<file path="src/rtl/framebuffer_writer_if.sv">
// Purpose : pixel-input and framebuffer-write bus between renderer/memory and framebuffer_writer.
// Latency : none (wires only).
// Backpressure: ready gates plot on the pixel side; mem_stall holds the write port on the memory side.
// Ports   : plot/x/y/color/ready (pixel handshake), mem_addr/mem_data/mem_we/mem_stall (write port).
//           master = the environment (renderer + memory), slave = framebuffer_writer.
interface framebuffer_writer_if;
  logic        plot;
  logic [9:0]  x;
  logic [9:0]  y;
  logic [8:0]  color;
  logic        ready;
  logic [15:0] mem_addr;
  logic [8:0]  mem_data;
  logic        mem_we;
  logic        mem_stall;

  modport master (
    output plot, x, y, color, mem_stall,
    input  ready, mem_addr, mem_data, mem_we
  );

  modport slave (
    input  plot, x, y, color, mem_stall,
    output ready, mem_addr, mem_data, mem_we
  );
endinterface

</file>
<file path="src/rtl/framebuffer_writer.sv">
// Purpose : queues renderer pixels and writes them into the back half of a double-buffered
//           framebuffer; swaps front/back buffers on frame_done once drained and in vblank.
// Latency : pixel accepted at edge N (empty queue, no stall) is on mem_we/mem_addr/mem_data after N+1.
// Backpressure: ready drops when the queue is full or outside ACTIVE; mem_stall freezes the write port.
// Ports   : clk, reset (async, active-high); bus (slave modport: pixel handshake + write port);
//           frame_done/vblank control inputs; front_sel, swapped pulse, dropped saturating count.
module framebuffer_writer #(
  parameter int WIDTH      = 160,
  parameter int HEIGHT     = 120,
  parameter int FIFO_DEPTH = 4    // power of two, at least 2
) (
  input  logic                clk,
  input  logic                reset,
  framebuffer_writer_if.slave bus,
  input  logic                frame_done,
  input  logic                vblank,
  output logic                front_sel,
  output logic                swapped,
  output logic [7:0]          dropped
);

  localparam int          AW      = $clog2(FIFO_DEPTH);
  localparam int          CW      = $clog2(FIFO_DEPTH + 1);
  localparam logic [CW-1:0] DEPTH_C = CW'(FIFO_DEPTH);
  localparam logic [31:0] WIDTH_U = WIDTH;
  localparam logic [31:0] HEIGHT_U = HEIGHT;
  localparam logic [15:0] W16     = 16'(WIDTH);
  localparam logic [15:0] FRAME16 = 16'(WIDTH * HEIGHT);

  typedef enum logic [1:0] {ACTIVE, DRAIN, WAIT_VBLANK, SWAP} state_t;

  typedef struct packed {
    logic [15:0] addr;
    logic [8:0]  data;
  } px_t;

  state_t          state_q, state_d;
  px_t             fifo_q [FIFO_DEPTH];
  logic [AW-1:0]   rd_ptr_q, wr_ptr_q;
  logic [CW-1:0]   cnt_q, cnt_d;
  logic            fd_q;
  logic            front_sel_q;
  logic            swapped_q;
  logic [7:0]      dropped_q;
  logic            mem_we_q, mem_we_d;
  logic [15:0]     mem_addr_q, mem_addr_d;
  logic [8:0]      mem_data_q, mem_data_d;

  logic            ready;
  logic            in_range;
  logic            accept, push, drop, pop;
  logic            fd_rise;
  logic            write_phase;
  logic [CW-1:0]   avail;
  logic [AW-1:0]   head_idx;
  logic [15:0]     pix_addr;
  px_t             head;

  assign ready    = (cnt_q != DEPTH_C) && (state_q == ACTIVE);
  assign in_range = ({22'd0, bus.x} < WIDTH_U) && ({22'd0, bus.y} < HEIGHT_U);
  assign accept   = bus.plot && ready;
  assign push     = accept && in_range;
  assign drop     = accept && !in_range;

  // The head entry stays queued while it sits on the write port; it leaves on a non-stalled edge.
  assign pop      = mem_we_q && !bus.mem_stall;
  assign fd_rise  = frame_done && !fd_q;

  // Back buffer is the half not being scanned out. front_sel cannot change while pixels are
  // queued (swap only happens after a full drain), so the address is resolved at push time.
  assign pix_addr = (front_sel_q ? 16'd0 : FRAME16) + 16'(bus.y) * W16 + 16'(bus.x);

  // Entries remaining after this edge's pop; a pixel pushed on this same edge is not yet
  // eligible for the write port, which gives the one-cycle queue latency.
  assign avail       = cnt_q - {{(CW-1){1'b0}}, pop};
  assign head_idx    = rd_ptr_q + AW'(pop);
  assign head        = fifo_q[head_idx];
  assign write_phase = (state_q == ACTIVE) || (state_q == DRAIN);

  always_comb begin
    mem_we_d   = mem_we_q;
    mem_addr_d = mem_addr_q;
    mem_data_d = mem_data_q;
    if (!(mem_we_q && bus.mem_stall)) begin
      if ((avail != '0) && write_phase) begin
        mem_we_d   = 1'b1;
        mem_addr_d = head.addr;
        mem_data_d = head.data;
      end else begin
        mem_we_d   = 1'b0;
      end
    end
  end

  always_comb begin
    cnt_d = cnt_q;
    if (push && !pop) begin
      cnt_d = cnt_q + 1'b1;
    end else if (pop && !push) begin
      cnt_d = cnt_q - 1'b1;
    end
  end

  always_comb begin
    state_d = state_q;
    case (state_q)
      ACTIVE:      if (fd_rise) state_d = DRAIN;
      DRAIN:       if ((cnt_q == '0) && !mem_we_q) state_d = WAIT_VBLANK;
      WAIT_VBLANK: if (vblank) state_d = SWAP;
      SWAP:        state_d = ACTIVE;
      default:     state_d = ACTIVE;
    endcase
  end

  always_ff @(posedge clk or posedge reset) begin
    if (reset) begin
      state_q     <= ACTIVE;
      rd_ptr_q    <= '0;
      wr_ptr_q    <= '0;
      cnt_q       <= '0;
      fd_q        <= 1'b0;
      front_sel_q <= 1'b0;
      swapped_q   <= 1'b0;
      dropped_q   <= 8'd0;
      mem_we_q    <= 1'b0;
      mem_addr_q  <= 16'd0;
      mem_data_q  <= 9'd0;
    end else begin
      state_q     <= state_d;
      cnt_q       <= cnt_d;
      fd_q        <= frame_done;
      mem_we_q    <= mem_we_d;
      mem_addr_q  <= mem_addr_d;
      mem_data_q  <= mem_data_d;
      if (push) wr_ptr_q <= wr_ptr_q + 1'b1;
      if (pop)  rd_ptr_q <= rd_ptr_q + 1'b1;
      if (drop && (dropped_q != 8'hFF)) dropped_q <= dropped_q + 8'd1;
      // swapped is raised alongside the new front_sel value for one cycle
      front_sel_q <= front_sel_q ^ (state_q == SWAP);
      swapped_q   <= (state_q == SWAP);
    end
  end

  // Queue storage needs no reset: occupancy and pointers define validity.
  always_ff @(posedge clk) begin
    if (push) fifo_q[wr_ptr_q] <= '{addr: pix_addr, data: bus.color};
  end

  assign bus.ready    = ready;
  assign bus.mem_we   = mem_we_q;
  assign bus.mem_addr = mem_addr_q;
  assign bus.mem_data = mem_data_q;
  assign front_sel    = front_sel_q;
  assign swapped      = swapped_q;
  assign dropped      = dropped_q;

endmodule

</file>
<file path="src/flat_wrapper.sv">
// flat-port wrapper written by rule: the top's interface ports become plain ports
module framebuffer_writer_flat 
#(
  parameter int WIDTH      = 160,
  parameter int HEIGHT     = 120,
  parameter int FIFO_DEPTH = 4                               
)
  (clk, reset, frame_done, vblank, front_sel, swapped, dropped, bus_plot, bus_x, bus_y, bus_color, bus_mem_stall, bus_ready, bus_mem_addr, bus_mem_data, bus_mem_we);
  framebuffer_writer_if bus_i ();
  input  logic clk;
  input  logic reset;
  input  logic frame_done;
  input  logic vblank;
  output logic front_sel;
  output logic swapped;
  output logic [7:0] dropped;
  input wire logic [$bits(bus_i.plot)-1:0] bus_plot;
  input wire logic [$bits(bus_i.x)-1:0] bus_x;
  input wire logic [$bits(bus_i.y)-1:0] bus_y;
  input wire logic [$bits(bus_i.color)-1:0] bus_color;
  input wire logic [$bits(bus_i.mem_stall)-1:0] bus_mem_stall;
  output wire logic [$bits(bus_i.ready)-1:0] bus_ready;
  output wire logic [$bits(bus_i.mem_addr)-1:0] bus_mem_addr;
  output wire logic [$bits(bus_i.mem_data)-1:0] bus_mem_data;
  output wire logic [$bits(bus_i.mem_we)-1:0] bus_mem_we;
  assign bus_i.plot = bus_plot;
  assign bus_i.x = bus_x;
  assign bus_i.y = bus_y;
  assign bus_i.color = bus_color;
  assign bus_i.mem_stall = bus_mem_stall;
  assign bus_ready = bus_i.ready;
  assign bus_mem_addr = bus_i.mem_addr;
  assign bus_mem_data = bus_i.mem_data;
  assign bus_mem_we = bus_i.mem_we;
  framebuffer_writer #(.WIDTH(WIDTH), .HEIGHT(HEIGHT), .FIFO_DEPTH(FIFO_DEPTH)) u_core (.clk(clk), .reset(reset), .bus(bus_i), .frame_done(frame_done), .vblank(vblank), .front_sel(front_sel), .swapped(swapped), .dropped(dropped));
endmodule
</file>
<file path="config.mk">
export PLATFORM = sky130hd
export DESIGN_NAME = framebuffer_writer_flat
export DESIGN_NICKNAME = d
export VERILOG_FILES = /design/src/rtl/framebuffer_writer_if.sv /design/src/rtl/framebuffer_writer.sv /design/src/flat_wrapper.sv
export SDC_FILE = /design/constraint.sdc
export NUM_CORES = 1
export LEC_CHECK = 0
export CORE_MARGIN = 5
export CORE_UTILIZATION = 56
export CTS_CLUSTER_DIAMETER = 100
export DETAILED_ROUTE_END_ITERATION = 8
export PLACE_DENSITY = 0.91
export SLEW_MARGIN = 20
export SYNTH_ARGS = -nofsm -noshare
export SYNTH_HDL_FRONTEND = slang
export SYNTH_SLANG_ARGS = --single-unit
</file>
<file path="constraint.sdc">
create_clock -name clk -period 3.4 [get_ports clk]
set_clock_uncertainty 0.05 [all_clocks]
set_input_delay 0.34 -clock clk [delete_from_list [all_inputs] [get_ports clk]]
set_output_delay 0.34 -clock clk [all_outputs]
set_load 0.05 [all_outputs]
</file>
==> results.py, run 1 <==
metrics = {
    "timing": {
        "max_freq_ghz": 0.2998,
        "layout_min_cycle_time_ns": 3.335,
        "hold_violations": 0,
        "holdWs_ns": 0.3503,
        "worst_pin_slew_ns": 0.8663,
        "finalCritPeriodShare_pct": 98.09,
        "relSlewSlack_pct": 42.18,
        "setup_viol": 0,
        "slew_viol_final": 0,
    },
    "final_layout": {
        "nets": 548,
        "area_growth_pct": 26.29,
        "finish.utilization_pct": 71.84,
        "n_antenna_cell": 0,
        "drive_gt1_share_pct": 25.52,
    },
    "placed_design": {
        "place_congestion": 0.7908,
        "io_buffer_count": 71,
        "place_hpwl_um": 8020,
    },
    "logic_synthesis": {
        "synth-edff-count": 100,
        "synth-seq-cells": 146,
        "synth.avg_cell_area_um2": 17.64,
        "netlist.area_leader.share_pct": 46.63,
        "async_reset_ff_share_pct": 31.51,
        "synth_top_flop_cell": "edfxtp_1",
        "ys_warn_count": 0,
        "synthTopCellsByCount": "edfxtp_1, dfrtp_1, ha_1",
        "synthCells": 365,
        "synth.distinct_cells": 42,
        "synth-seq-area-share_pct": 64.50,
        "yosys.area.top_type": "edfxtp_1",
        "synth_area_leaders": "edfxtp_1, dfrtp_1, mux4_2",
        "syn-num-nets": 444,
        "yosys.cell_count.top_type": "edfxtp_1",
        "synth_area_um2": 6440,
    },
    "setup_path": {
        "worstPathRequired_ns": 3.50,
        "crit_type": "in -> reg",
        "end_kind": "flip-flop",
        "critPathMaxFanout": 4,
        "critPathLaunchType": "input port",
        "cp.arrival_ns": 3.43,
    },
    "power": {
        "leakage_nw": 3.100,
        "powerDensity_nw_per_um2": 982.8,
        "vdd_drop_max_mv": 0.6980,
    },
    "global_route": {
        "grt_pass1_vias": 3875,
        "grt_max_degree": 47,
        "grt_pass1_wl_um": 20360,
        "gr-usage-all-layers_pct": 20.13,
        "gr-total-overflow": 0,
        "antenna_found_initial": 0,
    },
    "clock_network": {
        "clkLatencyLatePin_ns": 0.41,
        "cts_max_level": 4,
        "clk_pin_slew_worst_paths_ns": 0.07,
        "cts.sinks": 146,
        "clock-root-buffer": "clkbuf_16",
        "cts_inserted_buffers": 17,
        "cts_tree": "yes",
        "clock_tree.buffer_depth": 2,
        "cts_setup_buffers": 0,
    },
    "outcome": {
        "status": "complete, no violations",
    },
    "drt": {
        "vias_per_cell": 5.632,
        "first_pass_iters": 4,
        "ant_nets": 0,
        "wl_um": 12770,
        "wl_per_cell_um": 20.43,
        "vias": 3520,
        "drc": 0,
        "first_iter_violations": 223,
    },
    "run": {
        "cap_violations": 0,
    },
    "worst_hold_path": {
        "worstHoldPathType": "in -> async",
    },
    "die": {
        "row_count": 39,
        "start_util_pct": 56.89,
        "die_w_um": 117.2,
        "ioPinCount": 72,
        "dieArea_um2": 13740,
        "core_um2": 11320,
        "dieHeight_um": 117.2,
    },
}
[path summary, 6_finish.rpt]
check                      slack [ns]                      to             start  cells past startpoint
min in group clk                 0.35             u_core.fd_q        frame_done                      1
hold reg to reg                  0.44        u_core.front_sel  u_core.front_sel                      1
setup reg to reg                 0.75    u_core.fifo_q[0][23]  u_core.front_sel                      9
hold / removal                   0.35  u_core.bus.mem_addr[2]             reset                      2
setup / recovery                 0.06    u_core.fifo_q[0][23]          bus_y[1]                     12
max in group asynchronous        2.43        u_core.front_sel             reset                      2
[what timing repair did]
item                                   4_1_cts  5_1_grt
setup endpoints to repair                    0       12
hold buffers                                 0        0
resized for setup                            0        9
endpoints found under the hold margin        0        0
[logic make-up (layout without fill, tap and decap cells)]
kind of cell	after synthesis	in the layout	share of synthesized area, %
flip-flops	146	146	64.50
multiplexers	53	53	13.64
adder cells (fa/ha/maj)	44	44	9.132
AO/OA/AOI/OAI	36	36	4.080
AND/OR/NAND/NOR	33	33	2.914
XOR/XNOR	31	31	4.216
buffers and inverters	22	139	1.515
[worst max-delay path, cell delays in order]
cell	delay (ns)
clkdlybuf4s50_1	0.43
ha_1	0.31
ha_1	0.23
fa_1	0.51
fa_1	0.43
ha_1	0.31
buf_4	0.15
o21ai_2	0.11
o21bai_1	0.13
a31oi_1	0.21
nor2_1	0.09
xor2_2	0.19
[power breakdown]
group	leakage [nW]	internal (W)	total (W)	switching, W
clock network	0.295	0.00112	0.00190	0.000783
registers	1.44	0.00232	0.00254	0.000225
logic	1.36	0.00159	0.00355	0.00195
total	3.10	0.00503	0.00799	0.00296
[area by class of cell]
class,instances,area (um^2)
inverters,14,53.80
multi-input cells,197,2248
clock inverters,15,183.9
clock buffers,17,425.4
repair buffers,93,888.4
well taps,143,178.9
flip-flops and latches,146,4154
fillers,707,3188
[flip-flops by register name (all words and copies together) (netlist names)]
register / cells
u_core.fifo_q: 100
u_core.bus.mem_addr: 16
u_core.bus.mem_data: 9
u_core.dropped: 8
u_core.cnt_q: 3
u_core.rd_ptr_q: 2
u_core.state_q: 2
u_core.wr_ptr_q: 2
u_core.bus.mem_we: 1
u_core.fd_q: 1
u_core.front_sel: 1
u_core.swapped: 1
[layer usage]
metal	global-route usage, %	part of all wire (%)	up-vias
li1	-	-	1617
met1	24.56	40	1786
met2	35.94	54	101
met3	4.422	5.0	16
met4	5.963	1.1	0
met5	0	0	-
[stage by stage]
step | setup WS [ns] | cell area, um^2 | total power (W) | instances | TNS (ns)
6_report | 0.06488 | 8133 | 0.007993 | 625 | 0
5_1_grt | -0.009800 | 8133 | 0.008413 | 625 | -0.02994
4_1_cts | 0.03346 | 8082 | 0.007995 | 625 | 0
3_5_place_dp | -0.3822 | 7472 | 0.006017 | 593 | -5.908
3_3_place_gp | -0.2603 | 7472 | 0.005862 | 593 | -3.530
2_1_floorplan | 0.2078 | 6440 | 0.004967 | 365 | 0
[cell usage in the layout (no fill, tap or decap), types with 3 or more instances in the layout]
cell,count
edfxtp_1,100
clkdlybuf4s50_1,71
dfrtp_1,46
ha_1,38
mux2_2,28
mux4_2,25
buf_4,21
xnor2_1,18
clkbuf_16,17
inv_1,13
xor2_1,8
nand2_1,7
o21ai_0,6
nor2_1,6
a21oi_1,6
inv_6,6
fa_1,5
inv_8,5
nand4_1,4
a21o_1,4
a211oi_1,4
and2_1,4
xor2_2,3
Note: power is estimated with default switching activity, not from simulation.
==> inputs of run 2 (changes only) <==
--- a/config.mk
+++ b/config.mk
@@ -6,10 +6,9 @@
 export NUM_CORES = 1
 export LEC_CHECK = 0
 export CORE_MARGIN = 5
-export CORE_UTILIZATION = 56
-export CTS_CLUSTER_DIAMETER = 100
+export CORE_UTILIZATION = 60
 export DETAILED_ROUTE_END_ITERATION = 8
-export PLACE_DENSITY = 0.91
+export PLACE_DENSITY = 0.95
 export SLEW_MARGIN = 20
 export SYNTH_ARGS = -nofsm -noshare
 export SYNTH_HDL_FRONTEND = slang
==> constraint.sdc (replaced) <==
create_clock -name clk -period 4.05 [get_ports clk]
set_clock_uncertainty 0.05 [all_clocks]
set_input_delay 0.405 -clock clk [delete_from_list [all_inputs] [get_ports clk]]
set_output_delay 0.405 -clock clk [all_outputs]
set_load 0.05 [all_outputs]
==> run 2 against run 1 <==
Compared with the run above: core utilization grew 4.6 points; sequential share of layout area grew 1.1 points; register-to-register slack gained 0.41 ns; die area shrank 6.1%; global-route usage grew 2.7 points; via count grew 2.0%; critical path type unchanged.
==> results.py, run 2 (same netlist as run 1, synthesis figures left out) <==
metrics = {
    "clock_network": {
        "hold_buffers": 0,
        "clk_pin_slew_worst_paths_ns": 0.06,
        "cts_inserted_buffers": 17,
        "cts_setup_buffers": 0,
        "clkLatencyLatePin_ns": 0.53,
        "cts_tree": "yes",
        "cts.sinks": 146,
        "cts_max_level": 4,
        "clock-root-buffer": "clkbuf_8",
        "clock_tree.buffer_depth": 2,
        "cts_resized": 0,
    },
    "global_route": {
        "met3_usage_pct": 6.525,
        "met1_usage_pct": 26.83,
        "antenna_found_initial": 0,
        "gr-usage-all-layers_pct": 22.83,
        "grt_max_degree": 47,
        "met2_usage_pct": 39.58,
        "busiest_layer": "met2",
        "grt_pass1_wl_um": 21950,
        "gr-total-overflow": 0,
        "grt_pass1_vias": 3995,
    },
    "placed_design": {
        "place_hpwl_um": 8481,
        "place_congestion": 0.7842,
        "io_buffer_count": 71,
    },
    "power": {
        "vdd_drop_max_mv": 0.4367,
        "leakage_nw": 3.005,
        "powerDensity_nw_per_um2": 819.9,
        "power_w": 0.006525,
    },
    "final_layout": {
        "fillers": 538,
        "area_growth_pct": 23.59,
        "top_register": "u_core.fifo_q",
        "largest_reg_flops": 100,
        "seq_area_um2": 4154,
        "final_common_cell": "edfxtp_1",
        "drive_gt1_share_pct": 21.87,
        "final_cell_mix": "edfxtp_1, clkdlybuf4s50_1, dfrtp_1",
        "nets": 537,
        "n_antenna_cell": 0,
        "multi_input_area_um2": 2198,
    },
    "outcome": {
        "status": "complete, no violations",
    },
    "timing": {
        "max_freq_ghz": 0.2852,
        "rsz0062_at_grt": "no",
        "layout_min_cycle_time_ns": 3.506,
        "finalSetupTns_ns": 0,
        "setup_viol": 0,
        "slew_viol_final": 0,
        "relSlewSlack_pct": 42.21,
        "worst_pin_slew_ns": 0.8669,
        "finalCritPeriodShare_pct": 86.58,
        "hold_violations": 0,
    },
    "setup_path": {
        "critPathLaunchType": "input port",
        "worstPathRequired_ns": 4.32,
        "r2r_slack_ns": 1.16,
        "crit_type": "in -> reg",
        "cp.arrival_ns": 3.78,
        "crit_chain": "clkdlybuf4s50_1 -> ha_1 -> ha_1 -> fa_1 -> fa_1 -> ha_1 -> o21ai_0 -> nor2_1 -> o41ai_1 -> nor3b_1 -> xnor2_1",
        "critPathMaxFanout": 4,
        "end_kind": "flip-flop",
        "path_buf_inv": 1,
        "cp_common_cell": "ha_1",
        "slowest_stage": "clkdlybuf4s50_1",
        "crit_family": "adder cells",
        "critPathMaxStageDelay_ns": 0.52,
    },
    "die": {
        "core_um2": 10420,
        "ioPinCount": 72,
        "row_count": 37,
        "die_w_um": 113.6,
        "start_util_pct": 61.83,
        "dieHeight_um": 113.6,
        "dieArea_um2": 12910,
    },
    "drt": {
        "drc": 0,
        "vias_per_cell": 5.918,
        "vias": 3592,
        "ant_nets": 0,
        "first_pass_iters": 4,
        "first_iter_violations": 220,
        "wl_per_cell_um": 22.26,
        "wl_um": 13510,
    },
    "worst_hold_path": {
        "worstHoldPathType": "in -> async",
    },
    "run": {
        "cap_violations": 0,
    },
}
-- run 2: layer usage --
layer / wire [um] / vias to the layer above
li1: - / 1598
met1: 5085 / 1837
met2: 7284 / 130
met3: 788 / 27
met4: 354 / 0
met5: 0 / -
-- run 2: metrics by stage --
stage | instance area, um^2 | util, % | hold WS, ns | setup slack, ns | instances
after floorplan | 6440 | - | 0.3864 | 0.7928 | 365
after detailed placement | 7381 | 70.86 | 0.4411 | 0.01134 | 575
final | 7959 | 76.41 | 0.2903 | 0.5437 | 607
after global placement | 7381 | 70.86 | 0.4324 | 0.1944 | 575
after CTS | 7958 | 76.40 | 0.2904 | 0.5575 | 607
after global routing | 7959 | 76.41 | 0.3124 | 0.3357 | 607
-- run 2: final cells by class --
cell class | instances | share of cell area [%]
clock buffer | 20 | 5.597
clock inverter | 12 | 1.651
inverter | 14 | 0.6760
multi-input combinational | 197 | 27.62
sequential | 146 | 52.19
tap | 136 | 2.138
timing repair buffer | 82 | 10.12
-- run 2: final timing paths --
kind | from | to | cells past startpoint
setup / recovery | bus_y[3] | u_core.fifo_q[0][24] | 11
hold / removal | reset | u_core.bus.mem_addr[4] | 2
setup reg to reg | u_core.front_sel | u_core.fifo_q[0][24] | 8
hold reg to reg | u_core.bus.mem_addr[12] | u_core.bus.mem_addr[12] | 1
max in group asynchronous | reset | u_core.front_sel | 2
min in group clk | frame_done | u_core.fd_q | 1
-- run 2: where the power goes --
group	total [W]	switching [W]	leakage (nW)	internal (W)
Clock	0.00150	0.000591	0.274	0.000909
Combinational	0.00288	0.00164	1.29	0.00124
Sequential	0.00214	0.000195	1.44	0.00195
==> inputs of run 3 (changes only) <==
--- a/config.mk
+++ b/config.mk
@@ -9,6 +9,7 @@
 export CORE_UTILIZATION = 60
 export DETAILED_ROUTE_END_ITERATION = 8
 export PLACE_DENSITY = 0.95
+export SETUP_SLACK_MARGIN = 0.4
 export SLEW_MARGIN = 20
 export SYNTH_ARGS = -nofsm -noshare
 export SYNTH_HDL_FRONTEND = slang
==> run 3 against run 2 <==
Compared with the run above: first-iteration DRC count grew 7.3%; worst setup slack better by 0.17 ns; clock-buffer cell count is the same; largest power group unchanged; highest routed layer unchanged; global-route usage stayed put; largest cell class unchanged.
==> results.py, run 3 (same netlist as run 1, synthesis figures left out) <==
metrics = {
    "outcome": {
        "status": "complete, no violations",
    },
    "final_layout": {
        "final_common_cell": "edfxtp_1",
        "largest_reg_flops": 100,
        "multi_input_area_um2": 2206,
        "nets": 537,
        "area_growth_pct": 23.70,
        "drive_gt1_share_pct": 22.08,
        "seq_area_um2": 4154,
        "n_antenna_cell": 0,
        "finish.utilization_pct": 76.48,
        "final_cell_mix": "edfxtp_1, clkdlybuf4s50_1, dfrtp_1",
        "fillers": 537,
        "top_register": "u_core.fifo_q",
    },
    "drt": {
        "first_iter_violations": 236,
        "first_pass_iters": 5,
        "wl_um": 13490,
        "vias": 3580,
        "ant_nets": 0,
        "wl_per_cell_um": 22.23,
        "drc": 0,
        "vias_per_cell": 5.898,
    },
    "timing": {
        "worst_pin_slew_ns": 0.8634,
        "slew_viol_final": 0,
        "finalCritPeriodShare_pct": 82.38,
        "setup_viol": 0,
        "hold_violations": 0,
        "rsz0062_at_grt": "no",
        "layout_min_cycle_time_ns": 3.336,
        "max_freq_ghz": 0.2997,
        "relSlewSlack_pct": 42.44,
        "finalSetupTns_ns": 0,
    },
    "global_route": {
        "grt_pass1_vias": 3995,
        "grt_pass1_wl_um": 21950,
        "grt_max_degree": 47,
        "gr-total-overflow": 0,
        "gr-usage-all-layers_pct": 22.83,
        "antenna_found_initial": 0,
    },
    "die": {
        "core_um2": 10420,
        "ioPinCount": 72,
        "die_w_um": 113.6,
        "dieArea_um2": 12910,
        "dieHeight_um": 113.6,
        "row_count": 37,
        "start_util_pct": 61.83,
    },
    "setup_path": {
        "r2r-start": "u_core.state_q[0]",
        "r2r_slack_ns": 1.18,
        "end_kind": "flip-flop",
        "cp.arrival_ns": 3.61,
        "timing.critical_path.from": "bus_y[3]",
        "crit_type": "in -> reg",
        "crit_end": "u_core.fifo_q[0][24]",
        "worstPathRequired_ns": 4.32,
        "slowest_stage": "clkdlybuf4s50_1",
        "crit_chain": "clkdlybuf4s50_1 -> ha_1 -> ha_1 -> fa_1 -> fa_1 -> ha_1 -> o21ai_0 -> nor2_1 -> o41ai_2 -> nor3b_1 -> xnor2_1",
        "cp_common_cell": "ha_1",
        "critPathLaunchType": "input port",
        "r2r-end": "u_core.cnt_q[2]",
        "reg2reg_depth": 10,
        "critPathMaxFanout": 4,
        "critPathMaxStageDelay_ns": 0.52,
    },
    "clock_network": {
        "cts_resized": 0,
        "cts.sinks": 146,
        "hold_buffers": 0,
        "cts_inserted_buffers": 17,
        "cts_tree": "yes",
        "clock-root-buffer": "clkbuf_8",
        "cts_max_level": 4,
        "clk_pin_slew_worst_paths_ns": 0.06,
        "cts_setup_buffers": 0,
        "clock_tree.buffer_depth": 2,
        "clkLatencyLatePin_ns": 0.53,
    },
    "placed_design": {
        "place_hpwl_um": 8481,
        "place_congestion": 0.7842,
        "io_buffer_count": 71,
    },
    "power": {
        "powerDensity_nw_per_um2": 819.6,
        "leakage_nw": 3.010,
        "power_w": 0.006529,
        "vdd_drop_max_mv": 0.4368,
    },
    "run": {
        "cap_violations": 0,
    },
    "worst_hold_path": {
        "worstHoldPathType": "in -> async",
    },
}
==> run 3: changes by cell type in the layout (fill, tap and decap cells not counted) <==
cell,change
o41ai_2,+1
o41ai_1,-1
==> run 3: area by class of cell <==
cell class,count,area share [%]
inverters,14,0.6754
clock buffers,20,5.591
clock inverters,12,1.649
flip-flops and latches,146,52.14
repair buffers,82,10.11
well taps,136,2.136
multi-input cells,197,27.69
==> run 3: report_power, final <==
part / internal, W / switching [W]
clock: 0.000909 / 0.000593
combinational: 0.00125 / 0.00164
sequential: 0.00195 / 0.000194
total: 0.00410 / 0.00243
==> run 3: critical path, delay by kind of cell <==
family                     cells  cell delay (ns)
xor gates and xnor gates       1             0.28
adders and majority gates      5             1.74
buffers and inverters          1             0.52
and+or+nand+nor                2             0.22
AOI/OAI and AO/OA              2             0.42
==> run 3: worst min path at each step <==
stage | to | cells after the start
after floorplan | u_core.fd_q | 0
after global placement | u_core.front_sel | 1
after detailed placement | u_core.front_sel | 1
after CTS | u_core.fd_q | 1
after global routing | u_core.fd_q | 1
final | u_core.bus.mem_addr[4] | 2
==> run 3: per-layer routing <==
| layer | global-route usage, % | up-vias | routed length [um] | part of all wire, % |
|---|---|---|---|---|
| met2 | 39.58 | 130 | 7215 | 53 |
| met1 | 26.83 | 1824 | 5076 | 38 |
| li1 | - | 1597 | - | - |
| met3 | 6.525 | 29 | 832 | 6.2 |
| met5 | 0 | - | 0 | 0 |
| met4 | 9.295 | 0 | 368 | 2.7 |
==> run 3: stage by stage <==
step	cell area (um^2)	hold WS, ns	worst slack, ns	std cells
floorplan	6440	0.3864	0.7928	365
global route	7966	0.3124	0.5021	607
finish	7966	0.2941	0.7136	607
CTS	7958	0.2904	0.5575	607
global placement	7381	0.4324	0.1944	575
detailed placement	7381	0.4411	0.01134	575
